<file path="src/rtl/test_harness_seq_pkg.sv">
// Shared types and defaults for the on-chip test sequencer.
package tb_harness_pkg;

  typedef enum logic [2:0] {
    IDLE,
    LAUNCH,
    WAIT,
    NEXT,
    DONE
  } harness_state_e;

  localparam int unsigned DEF_TIMEOUT_W      = 16;
  localparam int unsigned DEF_TIMEOUT_CYCLES = 1000;

  function automatic int unsigned idx_width(input int unsigned n);
    return (n > 1) ? $clog2(n) : 1;
  endfunction

endpackage

</file>
<file path="src/rtl/test_harness_seq_next_index_finder.sv">
// Finds the lowest set mask bit above (or at, when include_cur) the given index.
module next_index_finder
  import tb_harness_pkg::*;
#(
  parameter int unsigned NUM_TESTS = 4,
  parameter int unsigned IDX_W     = idx_width(NUM_TESTS)
) (
  input  logic [NUM_TESTS-1:0] mask,
  input  logic [IDX_W-1:0]     cur_idx,
  input  logic                 include_cur,
  output logic [IDX_W-1:0]     next_idx,
  output logic                 found
);

  always_comb begin
    next_idx = '0;
    found    = 1'b0;
    for (int unsigned i = 0; i < NUM_TESTS; i++) begin
      if (!found && mask[i] &&
          ((i > 32'(cur_idx)) || (include_cur && (i == 32'(cur_idx))))) begin
        next_idx = IDX_W'(i);
        found    = 1'b1;
      end
    end
  end

endmodule

</file>
<file path="config.mk">
export PLATFORM = sky130hd
export DESIGN_NAME = next_index_finder
export DESIGN_NICKNAME = d
export VERILOG_FILES = /design/src/rtl/test_harness_seq_pkg.sv /design/src/rtl/test_harness_seq_next_index_finder.sv
export SDC_FILE = /design/constraint.sdc
export NUM_CORES = 1
export LEC_CHECK = 0
export CAP_MARGIN = 5
export CORE_AREA = 2 2 39 41
export DETAILED_ROUTE_END_ITERATION = 12
export DIE_AREA = 0 0 41 43
export GPL_ROUTABILITY_DRIVEN = 1
export GPL_TIMING_DRIVEN = 0
export PLACE_DENSITY = 0.31
export SLEW_MARGIN = 5
export SYNTH_ARGS = -nofsm -noshare
export SYNTH_HDL_FRONTEND = slang
export SYNTH_SLANG_ARGS = --single-unit
</file>
<file path="constraint.sdc">
create_clock -name vclk -period 1
set_clock_uncertainty 0.1 [all_clocks]
set_input_delay 0.1 -clock vclk [all_inputs]
set_output_delay 0.1 -clock vclk [all_outputs]
set_load 0.02 [all_outputs]
</file>
Word-level counts from Yosys, hierarchy flattened --
Cells that the tools add are included.
Operators by class: reductions and logical operators 18, mux-type cells 7, magnitude comparators 3, equality and inequality tests 3
Operator list (number):
- logical AND 1 bit | 11
- 2-to-1 mux 1 bit | 5
- equality test 2 bit (first input constant) | 2
- greater-than comparator 2 bit (first input constant) | 2
- 2-to-1 mux 2 bit | 2
- logical NOT 1 bit | 3
- logical OR 1 bit | 3
- equality test 1 x 2 -> 1 bit (first input constant) | 1
- greater-than comparator 1 x 2 -> 1 bit (first input constant) | 1
- logical NOT 2 bit | 1
Word-level totals: register bits 0, output and inout port bits 3, input bits 7, logic and storage cells 31

Depth between registers and ports, before layout --
word-level depth 16, depth in mapped cells 3, gate-level depth less buffers 3

Worst setup path after synthesis --
Ideal clock, no wire load.
path type input to output, start point input port mask[3], end point output port next_idx[1], arrival time 0.841 ns, buffers on the path 0, setup slack -0.041 ns, stages on the path 3, cell sequence inv_1 -> o211a_1 -> nor3_1
Between the ends: word-level cells in the longest chain between the ends 3
RTL lines:
- start, declared | RTL line test_harness_seq_next_index_finder.sv:8 | input logic [NUM_TESTS-1:0] mask,
- logical AND 1 bit (2 in a row) | RTL line test_harness_seq_next_index_finder.sv:19 | if (!found && mask[i] &&
- 2-to-1 mux 2 bit | RTL line test_harness_seq_next_index_finder.sv:19
- end, declared | RTL line test_harness_seq_next_index_finder.sv:11 | output logic [IDX_W-1:0] next_idx,
Every way passes these cells.

Final worst setup path --
start point input port cur_idx[0], end point output port next_idx[0]
Between the ends: word-level cells in the longest chain between the ends 16
RTL lines:
- start, declared | RTL line test_harness_seq_next_index_finder.sv:9 | input logic [IDX_W-1:0] cur_idx,
- logical NOT 2 bit | RTL line test_harness_seq_next_index_finder.sv:20 | ((i > 32'(cur_idx)) || (include_cur && (i == 32'(cur_idx))))) begin
- logical AND 1 bit | RTL line test_harness_seq_next_index_finder.sv:20
- logical AND 1 bit | RTL line test_harness_seq_next_index_finder.sv:19
- 2-to-1 mux 1 bit | RTL line test_harness_seq_next_index_finder.sv:19
- logical NOT 1 bit | RTL line test_harness_seq_next_index_finder.sv:19
- logical AND 1 bit (2 in a row) | RTL line test_harness_seq_next_index_finder.sv:19
- 2-to-1 mux 1 bit | RTL line test_harness_seq_next_index_finder.sv:19
- logical NOT 1 bit | RTL line test_harness_seq_next_index_finder.sv:19
- logical AND 1 bit (2 in a row) | RTL line test_harness_seq_next_index_finder.sv:19
- 2-to-1 mux 1 bit | RTL line test_harness_seq_next_index_finder.sv:19
- logical NOT 1 bit | RTL line test_harness_seq_next_index_finder.sv:19
- logical AND 1 bit (2 in a row) | RTL line test_harness_seq_next_index_finder.sv:19
- 2-to-1 mux 2 bit (*) | RTL line test_harness_seq_next_index_finder.sv:19
Mark *: on every way between the ends. The rest lies on a longest branch, timed or not.

==> results.cfg <==
[final_layout]
fin_nets = 41
register_area_um2 = 0
nFlopsAndLatches = 0
nClkBuffers = 0
drive_above_1_share = 0.625
num_antenna_cells = 0
syn2layout_area_growth_pct = 156
final_util = 0.211

[global_route]
grt_start_max_net_pins = 8
grt_pass1_wl_um = 752
grt-ovfl-total = 0
grt_antenna_before_repair = 0
grtUsageTotal = 0.0579
grt_pass1_vias = 179

[pwr]
p_int_uw = 75.3
share_seq_of_total_power = 0
ir_drop_uv = 110
p_leak_uw = 0.000131
p_switching_uw = 66.1
combPwrFrac = 1.000
clkPwrFrac = 0
sw_frac_of_total = 0.468
power.density_nw_per_um2 = 485

[logic_synthesis]
ys_seq_area_frac = 0
synthCells = 18
muxShareOfSynthArea = 0
synth_top_area_cell = a31oi_1
avgSynthCellArea_um2 = 6.33
yosysWarnings = 0
yosys.area_share.adder = 0
synth-xor-area-share = 0
synth_commonest_cells = a31oi_1 (2), inv_1 (2), nand2_1 (2)
synth_top_area_frac = 0.110
synth_compound_area_frac = 0.549
syn_nets = 25
synthSimpleGateAreaFrac = 0.352
syn_area_um2 = 114
synthTopCellsByArea = a31oi_1 (11%), o221a_2 (9.9%), o211a_1 (8.8%)
synth_top_family_by_area = compound AO/OA/AOI/OAI gates
synth_cell_types = 15

[critical_path]
start_kind = primary input
path_delay_family = simple AND/OR/NAND/NOR gates
arrival_ns = 0.97
worst-path-max-fanout = 4
cp.required_ns = 0.80
worstSetupPathType = primary input to output port
worst_setup_path_end_kind = output port
crit_buf_inv = 2
crit_slowest_cell = or4b_1
path_cells = buf_8 -> or4b_1 -> o221a_2 -> buf_6
slowest_delay_ns = 0.51

[timing]
tightestPinTransition_ns = 0.195
slew_viol_final = 0
max_slew_margin = 0.869
rsz0062_at_grt = true
post-route-period-util = 1.17
whs_ns = 0.510
hold_viol = 0
fmax_mhz = 851
final.min_clock_period_ns = 1.17
setup_viol = 3
fin_ws_ns = -0.175

[hold_path]
hp-class = primary input to output port
min_from = cur_idx[1]
worstHoldEndpoint = next_idx[1]
holdPathStages = 4

[job]
max_cap_viol_count = 0

[detailed_routing]
drc = 0
first_pass_iters = 1
drtIter0Drc = 0
viasPerCell = 4.08
drt_wl_total_um = 507
drtAntennaViolNets = 0
vias = 196
avgRoutedWirePerCell_um = 10.6

[die]
initial_core_util = 0.0823
dieArea_um2 = 1760
core_area_um2 = 1380
ios = 10
die_h_um = 43
die_w_um = 41
num_rows = 14

[placement]
portBuffers = 10
place.gp.congestion = 0.584
hpwlAfterDp_um = 347

[run_status]
status = finished, violations left
violations = negative setup slack
==> power by group through the flow <==
| stage | Clock [uW] | Combinational, uW | Sequential (uW) |
|---|---|---|---|
| after CTS | 0 | 133 | 0 |
| after detailed placement | 0 | 119 | 0 |
| after global routing | 0 | 153 | 0 |
| after global placement | 0 | 119 | 0 |
| after floorplan | 0 | 51.3 | 0 |
| final | 0 | 141 | 0 |
==> layout by cell type, fill, tap and decap left out, types with 2 or more instances in the layout <==
cell type	synthesis	layout
nand2_1	2	2
clkbuf_2	0	2
buf_6	0	3
buf_4	0	5
buf_8	0	2
==> cell type report <==
cell class,count,area [um2]
Fill cell,163,1090
Timing Repair Buffer,14,125
Tap cell,16,20.0
Multi-Input combinational cell,15,133
Inverter,3,13.8
==> layer usage <==
layer  global-route usage  share of wire  vias to the layer above
met2                0.100           0.46                       10
met3               0.0105           0.14                        0
met4                    0              0                        0
met5                    0              0                        -
met1               0.0759           0.40                       85
li1                     -              -                      101
==> how the worst max path moves through the flow <==
stage | cells after the start | startpoint | slack (ns) | endpoint
final | 4 | cur_idx[0] | -0.17 | next_idx[0]
after global placement | 5 | include_cur | -1.12 | next_idx[0]
after floorplan | 3 | include_cur | 0.003 | next_idx[0]
after global routing | 4 | cur_idx[0] | -0.20 | next_idx[0]
after detailed placement | 5 | include_cur | -1.11 | next_idx[0]
after CTS | 4 | cur_idx[0] | -0.17 | next_idx[0]
==> stage by stage <==
| step | instance area (um2) | setup WS [ns] | power [uW] | instances | TNS, ns |
|---|---|---|---|---|---|
| 5_1_grt | 292 | -0.205 | 153 | 48 | -0.497 |
| 3_3_place_gp | 239 | -1.12 | 119 | 44 | -3.16 |
| 4_1_cts | 282 | -0.172 | 133 | 47 | -0.403 |
| 2_1_floorplan | 119 | 0.00327 | 51.3 | 18 | 0 |
| 3_5_place_dp | 239 | -1.11 | 119 | 44 | -3.16 |
| 6_report | 292 | -0.175 | 141 | 48 | -0.380 |
==> repair_timing <==
action	CTS	global route
hold buffers	0	0
buffers inserted	3	1
gates cloned	0	0
resized for setup	47	7
endpoints found under the setup margin	3	3
pin swaps	7	4
==> logic make-up after synthesis <==
group,count (synthesis)
buffers and inverters,3
and+or+nand+nor,7
AOI/OAI and AO/OA,8
Power figures use the tool's default switching activity.
